[src/rtl/conv_pkg.sv]
`default_nettype none
// ============================================================================
//  Module      : conv_pkg
//  Description : Shared widths and types for the 3x3 convolution datapath.
//  Revision    : 1.0  initial release
// ============================================================================
package conv_pkg;

    localparam int PIX_W  = 8;
    localparam int COEF_W = 8;
    localparam int PROD_W = 17;
    localparam int ROW_W  = 19;
    localparam int SUM_W  = 21;
    localparam int TAPS   = 9;
    localparam int ROWS   = 3;

    typedef logic        [PIX_W-1:0]  pix_t;
    typedef logic signed [COEF_W-1:0] coef_t;
    typedef logic signed [PROD_W-1:0] prod_t;
    typedef logic signed [ROW_W-1:0]  row_t;
    typedef logic signed [SUM_W-1:0]  sum_t;

endpackage
`default_nettype wire

[src/rtl/conv3x3_mac_if.sv]
`default_nettype none
// ============================================================================
//  Module      : conv3x3_mac_if
//  Description : Window/coefficient input and result output handshake bundle.
//  Revision    : 1.0  initial release
// ============================================================================
interface conv3x3_mac_if;
    import conv_pkg::*;

    logic  in_valid;
    logic  in_ready;
    pix_t  p0, p1, p2, p3, p4, p5, p6, p7, p8;
    coef_t k0, k1, k2, k3, k4, k5, k6, k7, k8;
    logic  out_valid;
    logic  out_ready;
    pix_t  out_pix;
    sum_t  out_sum;

    // Upstream source plus downstream sink, seen from outside the datapath
    modport master (
        output in_valid,
        input  in_ready,
        output p0, p1, p2, p3, p4, p5, p6, p7, p8,
        output k0, k1, k2, k3, k4, k5, k6, k7, k8,
        input  out_valid,
        output out_ready,
        input  out_pix,
        input  out_sum
    );

    modport slave (
        input  in_valid,
        output in_ready,
        input  p0, p1, p2, p3, p4, p5, p6, p7, p8,
        input  k0, k1, k2, k3, k4, k5, k6, k7, k8,
        output out_valid,
        input  out_ready,
        output out_pix,
        output out_sum
    );

endinterface
`default_nettype wire

[src/rtl/conv_sat.sv]
`default_nettype none
// ============================================================================
//  Module      : conv_sat
//  Description : Normalising shift, optional rectify and 0..255 clamp.
//  Revision    : 1.0  initial release
// ============================================================================
module conv_sat
    import conv_pkg::*;
#(
    parameter int SHIFT  = 0,
    parameter bit ABS_EN = 1'b0
) (
    input  wire sum_t i_sum,
    output pix_t      o_pix
);

    sum_t w_shifted;
    sum_t w_mag;

    assign w_shifted = i_sum >>> SHIFT;

    // Magnitude of the most negative sum still fits in SUM_W bits
    if (ABS_EN) begin : g_abs
        assign w_mag = w_shifted[SUM_W-1] ? -w_shifted : w_shifted;
    end else begin : g_noAbs
        assign w_mag = w_shifted;
    end

    always_comb begin
        o_pix = '0;
        if (w_mag[SUM_W-1]) begin
            o_pix = '0;
        end else if (w_mag > sum_t'(255)) begin
            o_pix = 8'hFF;
        end else begin
            o_pix = w_mag[PIX_W-1:0];
        end
    end

endmodule
`default_nettype wire

[src/rtl/conv3x3_mac.sv]
`default_nettype none
// ============================================================================
//  Module      : conv3x3_mac
//  Description : Three-stage pipelined 3x3 multiply-accumulate with clamp.
//  Revision    : 1.0  initial release
// ============================================================================
module conv3x3_mac
    import conv_pkg::*;
#(
    parameter int SHIFT  = 0,
    parameter bit ABS_EN = 1'b0
) (
    input  wire logic     clk,
    input  wire logic     rst_n,
    conv3x3_mac_if.slave  bus
);

    pix_t  w_pix   [TAPS];
    coef_t w_coef  [TAPS];
    prod_t w_prod  [TAPS];
    row_t  w_row   [ROWS];
    sum_t  w_sum;
    pix_t  w_satPix;
    logic  w_en;

    prod_t r_prod  [TAPS];
    row_t  r_row   [ROWS];
    logic  r_v1;
    logic  r_v2;
    logic  r_outValid;
    pix_t  r_outPix;
    sum_t  r_outSum;

    assign w_pix[0]  = bus.p0;
    assign w_pix[1]  = bus.p1;
    assign w_pix[2]  = bus.p2;
    assign w_pix[3]  = bus.p3;
    assign w_pix[4]  = bus.p4;
    assign w_pix[5]  = bus.p5;
    assign w_pix[6]  = bus.p6;
    assign w_pix[7]  = bus.p7;
    assign w_pix[8]  = bus.p8;

    assign w_coef[0] = bus.k0;
    assign w_coef[1] = bus.k1;
    assign w_coef[2] = bus.k2;
    assign w_coef[3] = bus.k3;
    assign w_coef[4] = bus.k4;
    assign w_coef[5] = bus.k5;
    assign w_coef[6] = bus.k6;
    assign w_coef[7] = bus.k7;
    assign w_coef[8] = bus.k8;

    // A single enable stalls every stage together, so the pipe never loses a slot
    assign w_en         = !r_outValid || bus.out_ready;
    assign bus.in_ready = w_en;

    for (genvar i = 0; i < TAPS; i++) begin : g_mult
        assign w_prod[i] = prod_t'(signed'({1'b0, w_pix[i]})) * prod_t'(w_coef[i]);
    end

    for (genvar r = 0; r < ROWS; r++) begin : g_row
        assign w_row[r] = row_t'(r_prod[3*r]) + row_t'(r_prod[3*r+1]) + row_t'(r_prod[3*r+2]);
    end

    assign w_sum = sum_t'(r_row[0]) + sum_t'(r_row[1]) + sum_t'(r_row[2]);

    conv_sat #(
        .SHIFT  (SHIFT),
        .ABS_EN (ABS_EN)
    ) u_sat (
        .i_sum (w_sum),
        .o_pix (w_satPix)
    );

    always_ff @(posedge clk) begin
        if (!rst_n) begin
            r_v1       <= 1'b0;
            r_v2       <= 1'b0;
            r_outValid <= 1'b0;
            r_outPix   <= '0;
            r_outSum   <= '0;
            for (int i = 0; i < TAPS; i++) begin
                r_prod[i] <= '0;
            end
            for (int r = 0; r < ROWS; r++) begin
                r_row[r] <= '0;
            end
        end else if (w_en) begin
            r_v1       <= bus.in_valid;
            r_v2       <= r_v1;
            r_outValid <= r_v2;
            r_outPix   <= w_satPix;
            r_outSum   <= w_sum;
            for (int i = 0; i < TAPS; i++) begin
                r_prod[i] <= w_prod[i];
            end
            for (int r = 0; r < ROWS; r++) begin
                r_row[r] <= w_row[r];
            end
        end
    end

    assign bus.out_valid = r_outValid;
    assign bus.out_pix   = r_outPix;
    assign bus.out_sum   = r_outSum;

endmodule
`default_nettype wire
[src/flat_wrapper.sv]
// flat-port wrapper written by rule: the top's interface ports become plain ports
module conv3x3_mac_flat import conv_pkg::*;
#(
    parameter int SHIFT  = 0,
    parameter bit ABS_EN = 1'b0
)
  (clk, rst_n, bus_in_valid, bus_in_ready, bus_p0, bus_p1, bus_p2, bus_p3, bus_p4, bus_p5, bus_p6, bus_p7, bus_p8, bus_k0, bus_k1, bus_k2, bus_k3, bus_k4, bus_k5, bus_k6, bus_k7, bus_k8, bus_out_valid, bus_out_ready, bus_out_pix, bus_out_sum);
  conv3x3_mac_if bus_i ();
  input  wire logic clk;
  input  wire logic rst_n;
  input wire logic [$bits(bus_i.in_valid)-1:0] bus_in_valid;
  output wire logic [$bits(bus_i.in_ready)-1:0] bus_in_ready;
  input wire logic [$bits(bus_i.p0)-1:0] bus_p0;
  input wire logic [$bits(bus_i.p1)-1:0] bus_p1;
  input wire logic [$bits(bus_i.p2)-1:0] bus_p2;
  input wire logic [$bits(bus_i.p3)-1:0] bus_p3;
  input wire logic [$bits(bus_i.p4)-1:0] bus_p4;
  input wire logic [$bits(bus_i.p5)-1:0] bus_p5;
  input wire logic [$bits(bus_i.p6)-1:0] bus_p6;
  input wire logic [$bits(bus_i.p7)-1:0] bus_p7;
  input wire logic [$bits(bus_i.p8)-1:0] bus_p8;
  input wire logic [$bits(bus_i.k0)-1:0] bus_k0;
  input wire logic [$bits(bus_i.k1)-1:0] bus_k1;
  input wire logic [$bits(bus_i.k2)-1:0] bus_k2;
  input wire logic [$bits(bus_i.k3)-1:0] bus_k3;
  input wire logic [$bits(bus_i.k4)-1:0] bus_k4;
  input wire logic [$bits(bus_i.k5)-1:0] bus_k5;
  input wire logic [$bits(bus_i.k6)-1:0] bus_k6;
  input wire logic [$bits(bus_i.k7)-1:0] bus_k7;
  input wire logic [$bits(bus_i.k8)-1:0] bus_k8;
  output wire logic [$bits(bus_i.out_valid)-1:0] bus_out_valid;
  input wire logic [$bits(bus_i.out_ready)-1:0] bus_out_ready;
  output wire logic [$bits(bus_i.out_pix)-1:0] bus_out_pix;
  output wire logic [$bits(bus_i.out_sum)-1:0] bus_out_sum;
  assign bus_i.in_valid = bus_in_valid;
  assign bus_in_ready = bus_i.in_ready;
  assign bus_i.p0 = bus_p0;
  assign bus_i.p1 = bus_p1;
  assign bus_i.p2 = bus_p2;
  assign bus_i.p3 = bus_p3;
  assign bus_i.p4 = bus_p4;
  assign bus_i.p5 = bus_p5;
  assign bus_i.p6 = bus_p6;
  assign bus_i.p7 = bus_p7;
  assign bus_i.p8 = bus_p8;
  assign bus_i.k0 = bus_k0;
  assign bus_i.k1 = bus_k1;
  assign bus_i.k2 = bus_k2;
  assign bus_i.k3 = bus_k3;
  assign bus_i.k4 = bus_k4;
  assign bus_i.k5 = bus_k5;
  assign bus_i.k6 = bus_k6;
  assign bus_i.k7 = bus_k7;
  assign bus_i.k8 = bus_k8;
  assign bus_out_valid = bus_i.out_valid;
  assign bus_i.out_ready = bus_out_ready;
  assign bus_out_pix = bus_i.out_pix;
  assign bus_out_sum = bus_i.out_sum;
  conv3x3_mac #(.SHIFT(SHIFT), .ABS_EN(ABS_EN)) u_core (.clk(clk), .rst_n(rst_n), .bus(bus_i));
endmodule
[config.mk]
export PLATFORM = sky130hd
export DESIGN_NAME = conv3x3_mac_flat
export DESIGN_NICKNAME = d
export VERILOG_FILES = /design/src/rtl/conv_pkg.sv /design/src/rtl/conv3x3_mac_if.sv /design/src/rtl/conv_sat.sv /design/src/rtl/conv3x3_mac.sv /design/src/flat_wrapper.sv
export SDC_FILE = /design/constraint.sdc
export NUM_CORES = 2
export LEC_CHECK = 0
export CAP_MARGIN = 20
export CORE_MARGIN = 4
export CORE_UTILIZATION = 52
export CTS_BUF_LIST = sky130_fd_sc_hd__clkbuf_4
export DETAILED_ROUTE_END_ITERATION = 12
export PLACE_DENSITY = 0.82
export SETUP_SLACK_MARGIN = 0.3
export SLEW_MARGIN = 20
export SYNTH_ARGS = -nofsm -noshare
export SYNTH_HDL_FRONTEND = slang
export SYNTH_HIERARCHICAL = 1
export SYNTH_SLANG_ARGS = --single-unit
[constraint.sdc]
create_clock -name clk -period 21.4 [get_ports clk]
set_input_delay 5.35 -clock clk [delete_from_list [all_inputs] [get_ports clk]]
set_output_delay 5.35 -clock clk [all_outputs]
set_load 0.01 [all_outputs]
-- After elaboration in Yosys (flattened, before gate mapping)
Memory sizes are Yosys's and may differ from the RTL's.
Cells that the tools add are included.
- add/sub/neg operators: 8
- multiply operators: 9
- order comparisons: 1
- mux-type cells: 18
- bitwise operators: 12
- reductions and logical operators: 2
- operators with widths (kind ; number):
    multiplier 9 x 8 -> 17 bit ; 9
    two-way mux 17 bit ; 9
    adder 18 x 17 -> 19 bit ; 3
    two-way mux 19 bit ; 3
    adder 17 x 17 -> 18 bit ; 3
    adder 20 x 19 -> 21 bit ; 1
    > comparator 21 x 9 -> 1 bit (second input constant) ; 1
    adder 19 x 19 -> 20 bit ; 1
    two-way mux 8 bit ; 2
    bitwise OR 1 bit ; 12
    two-way mux 1 bit ; 4
    logical NOT 1 bit ; 1
    logical OR 1 bit ; 1
- register bits: 32
- memory bits (writable): 210
- input port bits: 148
- output and inout port bits: 31
- logic and storage cells: 57
- memories: 2
- memories (memory ; words ; bits a word ; rd ports ; clocked after memory_dff ; wr ports ; line ; RTL):
    u_core.r_prod ; 9 ; 17 ; 9 ; 0 ; 9 ; conv3x3_mac.sv:26 ; prod_t r_prod [TAPS];
    u_core.r_row ; 3 ; 19 ; 3 ; 0 ; 3 ; conv3x3_mac.sv:27 ; row_t r_row [ROWS];

-- Depth between registers and ports, before layout
- depth in word-level cells: 6
- mapped depth: 19
- mapped depth without buffers: 19

-- Hierarchy
The synthesis kept the hierarchy.
- modules (own cells, without submodules) (module ; instances ; cells an instance ; area each (um^2) ; seq. area each (um^2)):
    conv3x3_mac ; 1 ; 3295 ; 32268.4 ; 6946.7
    conv_sat ; 1 ; 23 ; 188.9 ; 0.0

-- Worst setup path before layout
Ideal clock, no wire load.
- path kind: input -> output
- from: input port bus_out_ready
- to: output port bus_in_ready
- arrival: 6.006 ns
- required time: 16.050 ns
- setup slack: 10.044 ns
- stages on the path: 4
- buffers on the path: 2
- path through: nor2b_1 -> inv_1 -> clkbuf_1 -> clkbuf_1
- word-level cells in the longest chain between the ends: 1
- RTL lines (item ; line ; RTL):
    from (decl) ; flat_wrapper.sv:32 ; input wire logic [$bits(bus_i.out_ready)-1:0] bus_out_ready;
    logical OR 1 bit ; conv3x3_mac.sv:55 ; assign w_en = !r_outValid || bus.out_ready;
    to (decl) ; flat_wrapper.sv:12 ; output wire logic [$bits(bus_i.in_ready)-1:0] bus_in_ready;
Every way passes these cells.

-- Worst setup path after layout
Ends and elaborated chain as after synthesis.

==> results_dict.tcl <==
set metrics [dict create \
    hold_slack_ns 0.464 \
    drcViolationCount 0 \
    ys_types 61 \
    ant_nets 0 \
    fin_worst_skew_ns 0.0569 \
    critPathCapture "bus_in_ready" \
    port-buffer-count 178 \
    drv_cap 0 \
    synth_area_um2 32500 \
    cp_max_fo 66 \
    seq_area_um2 6950 \
    layout-drive-gt1-share_pct 3.55 \
    cts_tree "yes" \
    setup_violations 0 \
    cts_made_buffers 68 \
    tightest_slew_ns 1.05 \
    slew_viol_final 0 \
    grt_pass1_wl_um 118000 \
    synthFlopType "edfxtp_1" \
    antenna_found_initial 3 \
    async_flop_share_pct 0 \
    r2r_setup_slack_ns 17.34 \
    cts_buffer_depth 3 \
    crit_type "input port to output port" \
    grt_pass1_vias 24800 \
    synth_top_cell_area_share_pct 25.1 \
    drt_iter0_markers 1324 \
    hold_buffers 0 \
    fillCellCount 5156 \
    clkTransAtPathRegs_ns 0.06 \
    start_kind "input port" \
    synthesis.nets 4330 \
    rsz0062_at_grt "no" \
    die_h_um 258 \
    root_buffer "clkbuf_4" \
    worstSetupEndpointType "output port" \
    timing.final.crit_period_ns 12.68 \
    hold_violations 0 \
    coreArea_um2 61700 \
    yosys_warnings 6 \
    final.setup.tns_ns 0 \
    top_usage_layer "met2" \
    htree_levels 3 \
    grt_use_met1_pct 28.3 \
    syn_area_per_cell_um2 9.78 \
    synth-edff-count 210 \
    drt_pre_antenna_iters 6 \
    syn-instance-count 3318 \
    min_path_type "flop to flop" \
    grtUsageMet3_pct 2.81 \
    max_freq_mhz 78.9 \
    r2r_end "u_core/bus.out_pix[0]" \
    die_area_um2 66500 \
    clk_latency_ns 0.69 \
    synth.most_common_cell "inv_1" \
    cts.sinks 242 \
    required_ns 16.05 \
    finalCritPeriodShare_pct 59.2 \
    p_per_area_nw_per_um2 111 \
    fp.dieW_um 258 \
    cp.arrival_ns 7.33 \
    syn_to_final_growth_pct 11.3 \
    grt_max_degree 126 \
    post-dp-hpwl_um 55500 \
    pin_count 179 \
    start_util_pct 52.6 \
    reg2regPathDepth 14 \
    r2r_start "u_core/r_row[0][20]" \
    wl_um 69800 \
    row_count 91 \
    cts_resized 0 \
    ir_drop_v 0.0000835 \
    seq_area_frac_synth_pct 21.4 \
    multiInputGateArea_um2 23400 \
    postSynthRegisterBits 242 \
    netlist_top_cells_count "532 x inv_1, 457 x ha_1, 407 x fa_1, 360 x and2_1, 254 x nand2_1" \
    nets 4542 \
    maxSlewHeadroom_pct 29.8 \
    crit_path_start "bus_out_ready" \
    status "finished, final reports clean" \
    post_cts_buffers 0 \
    vias 23500 \
    yosys.area.top_type "fa_1" \
    grtUsageMet2_pct 37.2 \
    viasPerCell 5.31 \
    p_leak_nw 17.5 \
    synth.area.top_cells "fa_1 25%, edfxtp_1 19%, ha_1 18%" \
    gp_congestion 0.838 \
    grt_overflow_total 0 \
    post_drt_wl_per_cell_um 15.8 \
    grt_usage_pct 21.2 \
]
[registers in the layout, indices dropped and copies added (netlist names)]
signal                count
u_core/bus.out_pix        8
u_core/bus.out_sum       21
u_core/bus.out_valid      1
u_core/r_prod           153
u_core/r_row             57
u_core/r_v1               1
u_core/r_v2               1
[through the flow]
step | instance area [um2] | setup slack [ns] | power [mW] | cells | utilization (%)
2_1_floorplan | 32500 | 10.04 | 2.85 | 3318 | -
3_3_place_gp | 35200 | 8.72 | 3.43 | 4297 | 57.0
3_5_place_dp | 35200 | 8.74 | 3.51 | 4297 | 57.0
4_1_cts | 36100 | 8.73 | 4.01 | 4416 | 58.5
5_1_grt | 36100 | 8.61 | 4.42 | 4419 | 58.5
6_report | 36100 | 8.72 | 4.01 | 4419 | 58.5
[layer usage]
layer	part of all wire (%)	up-vias
li1	-	11400
met1	44	11500
met2	50	552
met3	4.8	91
met4	1.6	0
met5	0	-
[cells in the final DEF, fill, tap and decap left out, types with 5 or more instances in the layout]
master,instances
nand3_1,22
nor3_1,67
nor2b_1,41
xor2_1,48
a311oi_1,7
a21oi_1,98
inv_1,530
clkinv_1,18
bufinv_16,5
nor3b_1,14
and3_1,56
buf_4,6
a31o_2,5
o21ai_0,87
dfxtp_1,32
fa_1,407
o21bai_1,24
clkbuf_4,90
ha_1,457
a21boi_0,19
edfxtp_1,210
nand2b_1,57
o21a_1,38
a22o_1,9
xnor2_1,68
nor2_1,211
and2_1,359
a211oi_1,16
a31oi_1,18
nand2_1,253
a41oi_1,9
mux2i_1,8
a21o_1,35
nand4_1,9
clkdlybuf4s50_1,177
nor4_1,8
[report_power, final]
group	leakage, nW	total (mW)	switching [mW]	internal [mW]
Clock	0.538	0.460	0.201	0.258
Sequential	2.70	0.836	0.103	0.733
Combinational	14.3	2.72	1.56	1.16
[layout make-up]
type	count	share of cell area [%]
Inverter	532	5.55
Tap cell	837	2.90
Clock inverter	29	0.700
Antenna cell	3	0.0208
Multi-Input combinational cell	2502	64.7
Clock buffer	90	1.87
Timing Repair Buffer	184	5.04
Sequential cell	242	19.2
[worst max-delay path, cell delays in order]
cell and delay [ns]:
clkdlybuf4s50_1 0.46, nor2b_1 0.04, buf_4 0.20, inv_2 0.06, buf_4 0.53, clkdlybuf4s50_1 0.66
[cell families (layout without fill, tap and decap cells)]
logic type,after synthesis,in the layout,synth area share [%]
AO/OA/AOI/OAI,403,403,8.16
other,0,3,0
multiplexers,8,8,0.247
flip-flops,242,242,21.4
buffers and inverters,574,835,6.66
AND/OR/NAND/NOR,1111,1111,17.7
XOR/XNOR,116,116,3.13
adder cells (fa/ha/maj),864,864,42.7
[how the worst min path moves through the flow]
stage                     startpoint               endpoint  slack (ns)  depth (start not counted)
2_1_floorplan            u_core/r_v2   u_core/bus.out_valid        0.44                          1
3_3_place_gp   u_core/bus.out_pix[5]  u_core/bus.out_pix[5]        0.45                          2
3_5_place_dp   u_core/bus.out_sum[9]  u_core/bus.out_sum[9]        0.46                          2
4_1_cts        u_core/bus.out_sum[9]  u_core/bus.out_sum[9]        0.47                          2
5_1_grt        u_core/bus.out_pix[6]  u_core/bus.out_pix[6]        0.49                          2
6_report       u_core/bus.out_pix[6]  u_core/bus.out_pix[6]        0.46                          2
No activity file was read; power rests on OpenSTA's default activity.
